===== src/rtl/dec_line_pkg.sv =====
// Shared constants and state type for the ASCII decimal line parser.
// Imported by ascii_class and dec_line_parser.
package dec_line_pkg;

    localparam logic [7:0] CH_0  = 8'h30;
    localparam logic [7:0] CH_9  = 8'h39;
    localparam logic [7:0] CH_CR = 8'h0D;
    localparam logic [7:0] CH_LF = 8'h0A;
    localparam logic [7:0] CH_SP = 8'h20;

    typedef enum logic [1:0] {
        IDLE  = 2'd0,
        ACCUM = 2'd1,
        EMIT  = 2'd2
    } state_t;

endpackage


===== src/rtl/dec_line_parser_ascii_class.sv =====
// Combinational ASCII classifier: char_data in; is_digit, is_term
// (CR/LF), is_space and digit (low nibble, meaningful when is_digit).
module ascii_class
    import dec_line_pkg::*;
(
    input  logic [7:0] char_data,
    output logic       is_digit,
    output logic       is_term,
    output logic       is_space,
    output logic [3:0] digit
);

    assign is_digit = (char_data >= CH_0)
                   && (char_data <= CH_9);
    assign is_term  = (char_data == CH_CR)
                   || (char_data == CH_LF);
    assign is_space = (char_data == CH_SP);
    assign digit    = char_data[3:0];

endmodule


===== src/rtl/dec_line_parser.sv =====
// ASCII decimal line to WIDTH-bit binary; value_valid/err pulse on CR/LF.
// Ports: clk, rst_n, char_valid/char_data/char_ready, value, value_valid, err, busy.
module dec_line_parser
    import dec_line_pkg::*;
#(
    parameter int WIDTH     = 14,
    parameter int MAX_CHARS = 16
) (
    input  logic             clk,
    input  logic             rst_n,
    input  logic             char_valid,
    input  logic [7:0]       char_data,
    output logic             char_ready,
    output logic [WIDTH-1:0] value,
    output logic             value_valid,
    output logic             err,
    output logic             busy
);

    localparam int CW = $clog2(MAX_CHARS + 1);

    logic             is_digit;
    logic             is_term;
    logic             is_space;
    logic [3:0]       digit;
    state_t           state;
    logic [WIDTH-1:0] acc;
    logic [CW-1:0]    cnt;
    logic             ovf;
    logic             bad;
    logic             take;
    logic             cnt_full;
    logic [WIDTH+3:0] acc_x;
    logic [WIDTH+3:0] prod;

    ascii_class u_cls (
        .char_data (char_data),
        .is_digit  (is_digit),
        .is_term   (is_term),
        .is_space  (is_space),
        .digit     (digit)
    );

    assign char_ready = (state != EMIT);
    assign busy       = (state == ACCUM);
    assign take       = char_valid && char_ready;
    assign cnt_full   = (cnt == CW'(MAX_CHARS));

    // acc*10 + d with 4 guard bits; any guard bit set means overflow
    assign acc_x = {4'b0000, acc};
    assign prod  = (acc_x << 3) + (acc_x << 1)
                 + {{WIDTH{1'b0}}, digit};

    always_ff @(posedge clk or negedge rst_n) begin
        if (!rst_n) begin
            state       <= IDLE;
            acc         <= '0;
            cnt         <= '0;
            ovf         <= 1'b0;
            bad         <= 1'b0;
            value       <= '0;
            value_valid <= 1'b0;
            err         <= 1'b0;
        end else begin
            value_valid <= 1'b0;
            err         <= 1'b0;
            unique case (state)
                IDLE: begin
                    if (take) begin
                        unique case (1'b1)
                            is_digit: begin
                                acc   <= WIDTH'(digit);
                                cnt   <= CW'(1);
                                ovf   <= 1'b0;
                                bad   <= 1'b0;
                                state <= ACCUM;
                            end
                            (is_term | is_space): begin
                            end
                            default: begin
                                acc   <= '0;
                                cnt   <= CW'(1);
                                ovf   <= 1'b0;
                                bad   <= 1'b1;
                                state <= ACCUM;
                            end
                        endcase
                    end
                end
                ACCUM: begin
                    if (take) begin
                        if (is_term) begin
                            // result registered here so it is visible in EMIT
                            state <= EMIT;
                            if (ovf || bad) begin
                                err <= 1'b1;
                            end else begin
                                value       <= acc;
                                value_valid <= 1'b1;
                            end
                        end else begin
                            if (is_digit) begin
                                if (|prod[WIDTH+3:WIDTH])
                                    ovf <= 1'b1;
                                else
                                    acc <= prod[WIDTH-1:0];
                            end else begin
                                bad <= 1'b1;
                            end
                            if (cnt_full)
                                ovf <= 1'b1;
                            else
                                cnt <= cnt + CW'(1);
                        end
                    end
                end
                EMIT: begin
                    state <= IDLE;
                end
                default: begin
                    state <= IDLE;
                end
            endcase
        end
    end

endmodule


===== config.mk =====
export PLATFORM = sky130hd
export DESIGN_NAME = dec_line_parser
export DESIGN_NICKNAME = d
export VERILOG_FILES = /design/src/rtl/dec_line_pkg.sv /design/src/rtl/dec_line_parser_ascii_class.sv /design/src/rtl/dec_line_parser.sv
export SDC_FILE = /design/constraint.sdc
export NUM_CORES = 1
export LEC_CHECK = 0
export BUFFER_PORTS_ARGS = -buffer_cell sky130_fd_sc_hd__buf_4
export CAP_MARGIN = 20
export CORE_MARGIN = 3
export CORE_UTILIZATION = 35
export CTS_BUF_LIST = sky130_fd_sc_hd__clkbuf_4 sky130_fd_sc_hd__clkbuf_8
export CTS_CLUSTER_DIAMETER = 80
export DETAILED_ROUTE_END_ITERATION = 16
export PLACE_DENSITY_LB_ADDON = 0.25
export SKIP_CTS_REPAIR_TIMING = 1
export SYNTH_ARGS = -nofsm -noshare
export SYNTH_HDL_FRONTEND = slang
export SYNTH_SLANG_ARGS = --single-unit

===== constraint.sdc =====
create_clock -name clk -period 5.05 [get_ports clk]
set_clock_uncertainty 0.15 [all_clocks]
set_input_delay 0.505 -clock clk [delete_from_list [all_inputs] [get_ports clk]]
set_output_delay 0.505 -clock clk [all_outputs]
set_load 0.02 [all_outputs]

# Word level (Yosys, flattened, before mapping)
# Cells that the tools add are included.
# W data, S select, Z words.
[op_classes]
n_addsub = 3
magnitude_cmp = 2
n_eq_ne = 17
muxes = 40
bitwise = 2
reduce_logical = 13
[ops]
columns = ["cell", "count"]
rows = [
  ["$mux W14", 5],
  ["$pmux W14 S2", 2],
  ["$mux W5", 5],
  ["$mux W1", 19],
  ["$add A17 B15 Y18", 1],
  ["$add A18 B4 Y18", 1],
  ["$eq A8 B4 Y1 const B", 2],
  ["$ne A2 B2 Y1 const B", 7],
  ["$reduce_and A7 Y1", 2],
  ["$reduce_and A6 Y1", 2],
  ["$pmux W5 S2", 1],
  ["$eq A8 B6 Y1 const B", 1],
  ["$ge A8 B6 Y1 const B", 1],
  ["$le A8 B6 Y1 const B", 1],
  ["$mux W2", 4],
  ["$reduce_and A4 Y1", 2],
  ["$ne A2 B1 Y1 const B", 3],
  ["$ne A3 B1 Y1 const B", 2],
  ["$pmux W1 S2", 3],
  ["$add A5 B1 Y5 const B", 1],
  ["$eq A5 B5 Y1 const B", 1],
  ["$pmux W2 S2", 1],
  ["$reduce_or A4 Y1", 1],
  ["$eq A2 B1 Y1 const B", 1],
  ["6 further kinds", 8],
]
[word_totals]
reg_bits = 39
input_bits = 11
out_inout_bits = 18
elab_cells = 85

# Logic depth before layout (Yosys ltp)
# Gate-level depths: netlist (run 1).
[logic_depth]
word_depth = 9
ltp_mapped = 12
ltp_nobuf = 11

# Hierarchy
# From an unflattened synthesis (run 1), not the netlist that was laid out.
[hier_totals]
cells_unflattened = 293
hier_area_um2 = 2688.8
[by_module_without_submodules]
columns = ["mod", "instances", "cells_per_inst", "area_each_um2", "seq_area_each_um2"]
rows = [
  ["dec_line_parser", 1, 280, 2593.7, 975.9],
  ["ascii_class", 1, 13, 95.1, 0.0],
]

# Worst setup path before layout (run 1)
# Ideal clock, no wire load.
[synth_path]
path_type = "input to register"
from = "input port char_data[3]"
to = "register acc[10]"
setup_time_ns = 0.122
arrival_ns = 3.138
required_time_ns = 4.778
slack_ns = 1.641
stages = 12
path_buffers = 1
cell_sequence = "inv_1 fa_1 inv_1 ha_1 a211oi_2 o21a_1 o21ai_0 a311oi_4 o221ai_4 o31a_1 buf_6 a32o_1"
[synth_via]
elab_chain_cells = 6
elab_cells_between_ends = 20
cone_classes = "add/sub: 1; order compare: 2; eq/ne: 7; mux: 5; bitwise: 1; reduce/logical: 4"
[synth_rtl]
columns = ["item", "line", "rtl"]
rows = [
  ["start, declared", "dec_line_parser.sv:12", "input logic [7:0] char_data,"],
  ["$add A18 B4 Y18", "dec_line_parser.sv:52", "+ {{WIDTH{1'b0}}, digit};"],
  ["$mux W14", "dec_line_parser.sv:103", "if (|prod[WIDTH+3:WIDTH])"],
  ["$mux W14", "dec_line_parser.sv:102", "if (is_digit) begin"],
  ["$mux W14", "dec_line_parser.sv:92", "if (is_term) begin"],
  ["$mux W14", "dec_line_parser.sv:91", "if (take) begin"],
  ["$pmux W14 S2", "dec_line_parser.sv:67", "unique case (state)"],
  ["end signal, assigned", "dec_line_parser.sv:72", "acc <= WIDTH'(digit);"],
  ["end signal, assigned", "dec_line_parser.sv:106", "acc <= prod[WIDTH-1:0];"],
  ["end, declared", "dec_line_parser.sv:27", "logic [WIDTH-1:0] acc;"],
]
# Parallel ways exist; a longest one is shown, timed or not. The select of a mux whose other input is x is not followed.
# A chain may end at the register's enable or synchronous reset.

# Worst setup path after layout (run 1)
[layout_path]
from = "register acc[0]"
to = "register acc[3]"
[layout_via]
elab_chain_cells = 7
elab_cells_between_ends = 10
cone_classes = "add/sub: 2; eq/ne: 1; mux: 5; reduce/logical: 2"
[layout_rtl]
columns = ["item", "line", "rtl"]
rows = [
  ["$add A17 B15 Y18 (*)", "dec_line_parser.sv:51", "assign prod = (acc_x << 3) + (acc_x << 1)"],
  ["$add A18 B4 Y18 (*)", "dec_line_parser.sv:52", ""],
  ["$mux W14", "dec_line_parser.sv:103", ""],
  ["$mux W14", "dec_line_parser.sv:102", ""],
  ["$mux W14", "dec_line_parser.sv:92", ""],
  ["$mux W14", "dec_line_parser.sv:91", ""],
  ["$pmux W14 S2", "dec_line_parser.sv:67", ""],
]
# Every way passes the cells marked *; elsewhere a longest branch is shown, timed or not. The select of a mux whose other input is x is not followed.

==> impl_metrics.tcl, run 1 <==
set metrics [dict create \
    fin_crit_sh_pct 70.2 \
    layout.cells.non_filler 386 \
    numCtsBuffers 5 \
    synth_seq_cells 39 \
    cts.sinks 39 \
    synth.avg_cell_area_um2 10.5 \
    r2r-start "acc[0]" \
    synth-edff-count 0 \
    coreArea_mm2 0.00737 \
    nFillCells 726 \
    relSlewSlack_pct 53.0 \
    die_h_um 93.8 \
    clkPwrFrac_pct 20.1 \
    cp-end-kind "register" \
    cp-start-kind "register" \
    grt_max_degree 40 \
    syn_inst 258 \
    antenna_found_initial 0 \
    vias_per_cell 5.38 \
    path_max_fanout 5 \
    hold_viol 0 \
    pwr-share-seq_pct 33.7 \
    syn-cell-area_mm2 0.00270 \
    comb_power_share_pct 46.2 \
    track_usage_pct 14.3 \
    p_int_w 0.000777 \
    die_x_um 93.8 \
    synth-async-reset-ratio_pct 100 \
    worst-setup-path-type "register to register" \
    leakage_nw 1.54 \
    status "finished, final reports clean" \
    synth_common_cells "dfrtp_1, ha_1, o21ai_0, nand2_1" \
    max_freq_mhz 282 \
    antenna_left 0 \
    tns_ps 0 \
    hold_path.class "input pin to async pin" \
    port_buffers 28 \
    synth_top_area_share_pct 36.2 \
    crit_slowest_cell "fa_1" \
    routabilityCongestion 0.808 \
    start_util_pct 36.6 \
    cp_common_cell "inv_1" \
    insertion_delay_ps 290 \
    routed_wl_um 5960 \
    cp.arrival_ps 3570 \
    yosysMostFrequentCell "dfrtp_1" \
    clockBufferDepth 2 \
    ys_warn_count 0 \
    diodes 0 \
    synth_top_area_cell "dfrtp_1" \
    slew_violations 0 \
    final-setup-viol-count 0 \
    powerDensity_mw_per_mm2 417 \
    cts_root_buf "clkbuf_8" \
    swShare_pct 40.0 \
    period_needed_ps 3550 \
    multi_input_area_mm2 0.00164 \
    cp.required_ps 5070 \
    synth_nets 300 \
    grt_overflow 0 \
    synth.top_cells.by_area "dfrtp_1, ha_1, mux2_2" \
    path_clk_slew_ps 80 \
    slowest_delay_ps 560 \
    rsz0062_at_grt "false" \
    reg2reg_to "acc[3]" \
    switching_power_w 0.000518 \
    tightest_slew_ps 703 \
    vias 2078 \
    rows 31 \
    yosysSeqAreaShare_pct 36.2 \
    cp_cell_sequence "inv_1, fa_1, inv_1, ha_1, a211oi_2, o21a_1, o21ai_0, a311oi_4, o221ai_4, o31ai_4, mux2_2" \
    drive_gt1_share_pct 22.6 \
    dp.cells 378 \
    htreeDepth 2 \
    post_drt_wl_per_cell_um 15.4 \
    seq_area_um2 976 \
    grt_pass1_wl_um 10100 \
    route.detailed.drc 0 \
    maxCapViolCount 0 \
    area_growth_pct 15.3 \
    finalNetCount 328 \
    ff2ff_path_depth 11 \
    pin_count 29 \
    fin_util_pct 42.2 \
    r2r_setup_slack_ps 1500 \
    cts_tree "built" \
    peakVddDrop_mv 0.148 \
    ys.flop_type "dfrtp_1" \
    die_area_mm2 0.00880 \
    ys_types 55 \
    drtIter0Drc 92 \
    grt_pass1_vias 2058 \
    drt_first_pass_iters 4 \
    post-dp-hpwl_um 4560 \
]
==> how the worst max path moves through the flow <==
stage / from / to / cells after the start
2_1_floorplan: char_data[3] / acc[10] / 12
3_3_place_gp: char_data[3] / acc[3] / 12
3_5_place_dp: char_data[3] / acc[3] / 12
4_1_cts: acc[0] / acc[3] / 11
5_1_grt: acc[2] / acc[6] / 10
6_report: acc[0] / acc[3] / 11
==> state kept, by name, summed over array words and instances, names as in the netlist <==
name	flops
state	2
value	14
value_valid	1
bad	1
err	1
ovf	1
acc	14
cnt	5
==> layout by cell type, fill, tap and decap left out, drive strengths merged, types with 6 or more instances in the layout <==
cell,count
dfrtp,39
ha,29
buf,28
o21ai,22
nand2,18
a21oi,15
mux2,14
inv,13
a32o,11
nor2,10
nor3,9
nand3,7
xnor2,6
a21o,6
==> layer usage <==
layer | vias up | track usage [%] | share of wire [%]
li1 | 1022 | - | -
met1 | 1001 | 19.5 | 48
met2 | 47 | 23.5 | 47
met3 | 8 | 1.84 | 3.2
met4 | 0 | 4.57 | 1.7
met5 | - | 0 | 0
==> worst max-delay path: cells and delay by family, from the launching register on <==
| family | cells | cell delay (ps) |
|---|---|---|
| flops | 1 | 380 |
| compound gates | 6 | 1510 |
| fa+ha+maj | 2 | 870 |
| mux | 1 | 380 |
| buf+inv | 2 | 140 |
==> power by group through the flow <==
| stage | logic [W] | clock network (W) | registers, W |
|---|---|---|---|
| after floorplan | 0.000476 | 0 | 0.000416 |
| after global placement | 0.000593 | 0 | 0.000443 |
| after detailed placement | 0.000596 | 0 | 0.000444 |
| after CTS | 0.000601 | 0.000270 | 0.000438 |
| after global routing | 0.000679 | 0.000283 | 0.000447 |
| final | 0.000598 | 0.000260 | 0.000437 |
==> per-stage QoR <==
step	cell area, um2	power (W)	hold slack, ps	setup WS, ps
floorplan	2700	0.000892	59.4	1640
global placement	3000	0.00104	315	1290
detailed placement	3000	0.00104	327	1260
CTS	3110	0.00131	52.0	1490
global route	3110	0.00141	62.4	1320
finish	3110	0.00130	31.5	1500
==> cells by family (layout without fill, tap and decap cells) <==
logic type               after synthesis  after routing  share of synthesized area, %
AO/OA/AOI/OAI                         78             78                          22.8
XOR/XNOR                              10             10                          3.53
adder cells (fa/ha/maj)               31             31                          14.9
buffers and inverters                 20             49                          3.11
flip-flops                            39             39                          36.2
multiplexers                          16             16                          6.59
AND/OR/NAND/NOR                       64             64                          12.8
==> area by class of cell <==
| type | instances | area share, % |
|---|---|---|
| multi-input cells | 199 | 52.7 |
| flip-flops and latches | 39 | 31.4 |
| repair buffers | 28 | 6.76 |
| well taps | 99 | 3.98 |
| clock buffers | 5 | 2.21 |
| inverters | 13 | 1.57 |
| clock inverters | 3 | 1.41 |
Power figures use the tool's default switching activity.
==> inputs of run 2 (changes only) <==
==> constraint.sdc (replaced) <==
create_clock -name clk -period 3.3 [get_ports clk]
set_clock_uncertainty 0.15 [all_clocks]
set_input_delay 0.33 -clock clk [delete_from_list [all_inputs] [get_ports clk]]
set_output_delay 0.33 -clock clk [all_outputs]
set_load 0.02 [all_outputs]
==> impl_metrics.tcl, run 2 (synthesis results as in run 1) <==
set metrics [dict create \
    status "finished, violations left" \
    violations "negative setup slack" \
    vias 2206 \
    leakage_nw 1.69 \
    area_growth_pct 25.9 \
    fin_ws_ps -46.9 \
    antenna_found_initial 0 \
    insertion_delay_ps 280 \
    cp.required_ps 3320 \
    finalNetCount 359 \
    relSlewSlack_pct 52.6 \
    grt_pass1_wl_um 10500 \
    worst-setup-path-type "register to register" \
    path_max_fanout 5 \
    cp-end-kind "register" \
    placed_area_mm2 0.00318 \
    final-setup-viol-count 11 \
    die_area_mm2 0.00880 \
    power_w 0.00212 \
    rows 31 \
    grt_max_degree 40 \
    antenna_left 0 \
    die_h_um 93.8 \
    reg.largest.list "acc (14), value (14), cnt (5)" \
    pin_count 29 \
    clkPwrFrac_pct 15.4 \
    coreArea_mm2 0.00737 \
    cts_tree "built" \
    cp-start-kind "register" \
    htreeDepth 2 \
    final_area_mm2 0.00340 \
    cp.arrival_ps 3370 \
    numCtsBuffers 5 \
    powerDensity_mw_per_mm2 625 \
    maxCapViolCount 0 \
    die_x_um 93.8 \
    clockBufferDepth 2 \
    multi_input_area_mm2 0.00169 \
    hold_path.class "input pin to register" \
    layout_common_cells "buf_4, dfrtp_1, ha_1" \
    diodes 0 \
    mostFrequentLayoutCell "buf_4" \
    path_clk_slew_ps 80 \
    hold_viol 0 \
    drtIter0Drc 79 \
    cts.sinks 39 \
    grt_pass1_vias 2160 \
    routabilityCongestion 0.847 \
    drt_first_pass_iters 4 \
    pwr-share-seq_pct 31.3 \
    swShare_pct 39.5 \
    slew_violations 0 \
    max_freq_mhz 299 \
    post_drt_wl_per_cell_um 15.2 \
    routed_wl_um 6350 \
    route.detailed.drc 0 \
    vias_per_cell 5.29 \
    drive_gt1_share_pct 33.0 \
    track_usage_pct 14.9 \
    post-dp-hpwl_um 4730 \
    nFillCells 727 \
    comb_power_share_pct 53.3 \
    grt_overflow 0 \
    switching_power_w 0.000839 \
    tightest_slew_ps 710 \
    period_needed_ps 3350 \
    start_util_pct 36.6 \
    rsz0062_at_grt "true" \
    cts_root_buf "clkbuf_8" \
    port_buffers 28 \
    tns_ps -351 \
    peakVddDrop_mv 0.199 \
    fin_crit_sh_pct 101 \
    seq_area_um2 977 \
    p_int_w 0.00129 \
]
==> run 2: cell count changes in the layout (fill, tap and decap cells not counted), moves of 2 or more <==
cell / before / now
inv_1: 13 / 10
ha_1: 29 / 27
inv_2: 0 / 3
fa_1: 2 / 0
buf_6: 0 / 5
fa_2: 0 / 2
buf_4: 28 / 53
==> run 2: layout make-up <==
type,instances,share of cell area (%)
multi-input cells,199,49.9
flip-flops and latches,39,28.8
repair buffers,59,13.7
well taps,99,3.65
clock buffers,6,2.25
inverters,13,1.44
clock inverters,2,0.368
==> run 2: per-stage QoR <==
step	util [%]	setup slack (ps)	instances	hold slack (ps)
after floorplan	-	65.5	258	-116
after global placement	43.1	-206	402	179
after detailed placement	43.1	-291	402	188
after CTS	44.3	-203	410	-124
after global routing	46.1	-137	417	187
final	46.1	-46.9	417	173
==> run 2: per-layer routing <==
metal | GRT usage, % | share of wire, %
met5 | 0 | 0
met3 | 1.84 | 2.9
met2 | 25.0 | 49
met1 | 19.8 | 46
met4 | 5.05 | 1.5
==> run 2: worst paths after layout <==
kind / to / slack, ps / startpoint / cells past startpoint
setup / recovery: acc[10] / -50 / acc[2] / 13
hold / removal: acc[0] / 170 / char_data[0] / 2
setup reg to reg: acc[10] / -50 / acc[2] / 13
hold reg to reg: value[2] / 340 / value[2] / 2
max in group asynchronous: acc[5] / 2220 / rst_n / 2
min in group asynchronous: value[3] / 410 / rst_n / 2
==> run 2: worst max-delay path: stages, from the launching register on <==
cell and delay, ps:
dfrtp_1 380, inv_2 60, fa_2 570, fa_2 250, nor2b_4 50, o31a_4 290
buf_6 130, o31a_1 310, o211a_1 260, o221ai_4 220, buf_6 150, nor3_4 40
buf_6 140, a32o_1 240
==> run 2: power by group through the flow <==
stage | clock (W) | combinational, W | sequential, W
final | 0.000327 | 0.00113 | 0.000665
after global routing | 0.000359 | 0.00127 | 0.000679
after CTS | 0.000338 | 0.00105 | 0.000668
after detailed placement | 0 | 0.00104 | 0.000678
after global placement | 0 | 0.00102 | 0.000676
after floorplan | 0 | 0.000728 | 0.000636
==> inputs of run 3 (changes only) <==
--- a/config.mk
+++ b/config.mk
@@ -12,6 +12,7 @@
 export CTS_BUF_LIST = sky130_fd_sc_hd__clkbuf_4 sky130_fd_sc_hd__clkbuf_8
 export CTS_CLUSTER_DIAMETER = 80
 export DETAILED_ROUTE_END_ITERATION = 16
+export MAX_ROUTING_LAYER = met4
 export PLACE_DENSITY_LB_ADDON = 0.25
 export SKIP_CTS_REPAIR_TIMING = 1
 export SYNTH_ARGS = -nofsm -noshare
==> impl_metrics.tcl, run 3 (synthesis results as in run 1) <==
set metrics [dict create \
    status "finished, violations left" \
    violations "negative setup slack" \
    r2r-start "acc[2]" \
    coreArea_mm2 0.00737 \
    leakage_nw 1.69 \
    grt_max_degree 40 \
    max_freq_mhz 299 \
    pre_cts_ws_ps -291 \
    cp-start-kind "register" \
    path_clk_slew_ps 80 \
    cp-end-kind "register" \
    fin_ws_ps -42.2 \
    reg.largest.list "acc (14), value (14), cnt (5)" \
    drtIter0Drc 82 \
    routed_wl_um 6330 \
    port_buffers 28 \
    numCtsBuffers 5 \
    drt_first_pass_iters 4 \
    period_needed_ps 3340 \
    cp_cell_sequence "inv_2, fa_2, fa_2, nor2b_4, o31a_4, buf_6, o31a_1, o211a_1, o221ai_4, buf_6, nor3_4, buf_6, a32o_1" \
    slew_violations 0 \
    cp.arrival_ps 3360 \
    cp_common_cell "buf_6" \
    insertion_delay_ps 280 \
    htreeDepth 2 \
    peakVddDrop_mv 0.198 \
    final_area_mm2 0.00340 \
    antenna_found_initial 0 \
    maxCapViolCount 0 \
    routabilityCongestion 0.861 \
    start_util_pct 36.6 \
    die_area_mm2 0.00880 \
    cp.required_ps 3320 \
    mostFrequentLayoutCell "buf_4" \
    finalNetCount 359 \
    post_drt_wl_per_cell_um 15.2 \
    rows 31 \
    hold_path_depth 2 \
    fin_crit_sh_pct 101 \
    multi_input_area_mm2 0.00169 \
    grt_pass1_wl_um 10500 \
    grt_pass1_vias 2157 \
    path_max_fanout 5 \
    grt_overflow 0 \
    rsz0062_at_grt "true" \
    tns_ps -309 \
    worstPathBufferInverterCount 4 \
    die_h_um 93.8 \
    antenna_left 0 \
    die_x_um 93.8 \
    route.detailed.drc 0 \
    slowest_delay_ps 570 \
    crit_slowest_cell "fa_2" \
    area_growth_pct 25.9 \
    placed_area_mm2 0.00318 \
    ff2ff_path_depth 13 \
    drive_gt1_share_pct 33.0 \
    seq_area_um2 977 \
    hold_viol 0 \
    cts_tree "built" \
    pin_count 29 \
    reg2reg_to "acc[10]" \
    hold_ws_ps 173 \
    diodes 0 \
    power_w 0.00212 \
    vias_per_cell 5.27 \
    track_usage_pct 15.3 \
    cts_root_buf "clkbuf_8" \
    post-dp-hpwl_um 4730 \
    tightest_slew_ps 705 \
    hold_path_end "acc[0]" \
    final-setup-viol-count 11 \
    powerDensity_mw_per_mm2 625 \
    layout_common_cells "buf_4, dfrtp_1, ha_1" \
    crit_family "compound AO/OA/AOI/OAI gates" \
    hold_path.startpoint "char_data[0]" \
    hold_path.class "input pin to register" \
    relSlewSlack_pct 52.9 \
    worst-setup-path-type "register to register" \
    cts.sinks 39 \
    r2r_setup_slack_ps -40 \
    nFillCells 727 \
    clockBufferDepth 2 \
    vias 2198 \
]
==> run 3: cell counts in the layout (fill, tap and decap cells not counted) <==
Identical to the previous run, type by type.
==> run 3: how the worst max path moves through the flow <==
| stage | startpoint | end | slack, ps | depth (start not counted) |
|---|---|---|---|---|
| floorplan | char_data[3] | acc[10] | 70 | 12 |
| detailed placement | char_data[3] | acc[13] | -290 | 13 |
| global route | acc[2] | acc[10] | -140 | 13 |
| global placement | char_data[3] | acc[5] | -210 | 13 |
| CTS | acc[0] | acc[10] | -200 | 12 |
| finish | acc[2] | acc[10] | -40 | 13 |
==> run 3: final cells by class <==
type | instances | area share [%]
Clock buffer | 6 | 2.25
Clock inverter | 2 | 0.368
Inverter | 13 | 1.44
Multi-Input combinational cell | 199 | 49.9
Sequential cell | 39 | 28.8
Tap cell | 99 | 3.65
Timing Repair Buffer | 59 | 13.7
==> run 3: report_power, final <==
group	leakage, nW	switching [W]	total, W	internal (W)
logic	1.13	0.000565	0.00113	0.000566
registers	0.512	0.000102	0.000665	0.000563
clock network	0.0446	0.000170	0.000326	0.000156
==> run 3: worst register-to-register path: stages, from the launching register on <==
cell and delay, ps:
dfrtp_1 380, inv_2 60, fa_2 570, fa_2 240, nor2b_4 50, o31a_4 290
buf_6 130, o31a_1 310, o211a_1 260, o221ai_4 220, buf_6 150, nor3_4 40
buf_6 140, a32o_1 240
==> run 3: metrics by stage <==
stage / instances / util (%)
CTS: 410 / 44.3
floorplan: 258 / -
detailed placement: 402 / 43.1
global route: 417 / 46.1
finish: 417 / 46.1
global placement: 402 / 43.1
==> run 3: layer usage <==
| layer | routed length (um) | part of all wire (%) | vias to the layer above | track usage [%] |
|---|---|---|---|---|
| met5 | 0 | 0 | - | - |
| met4 | 97 | 1.5 | 0 | 5.05 |
| met3 | 187 | 3.0 | 7 | 1.84 |
| met2 | 3120 | 49 | 33 | 25.0 |
| met1 | 2920 | 46 | 1073 | 19.8 |
| li1 | - | - | 1085 | - |
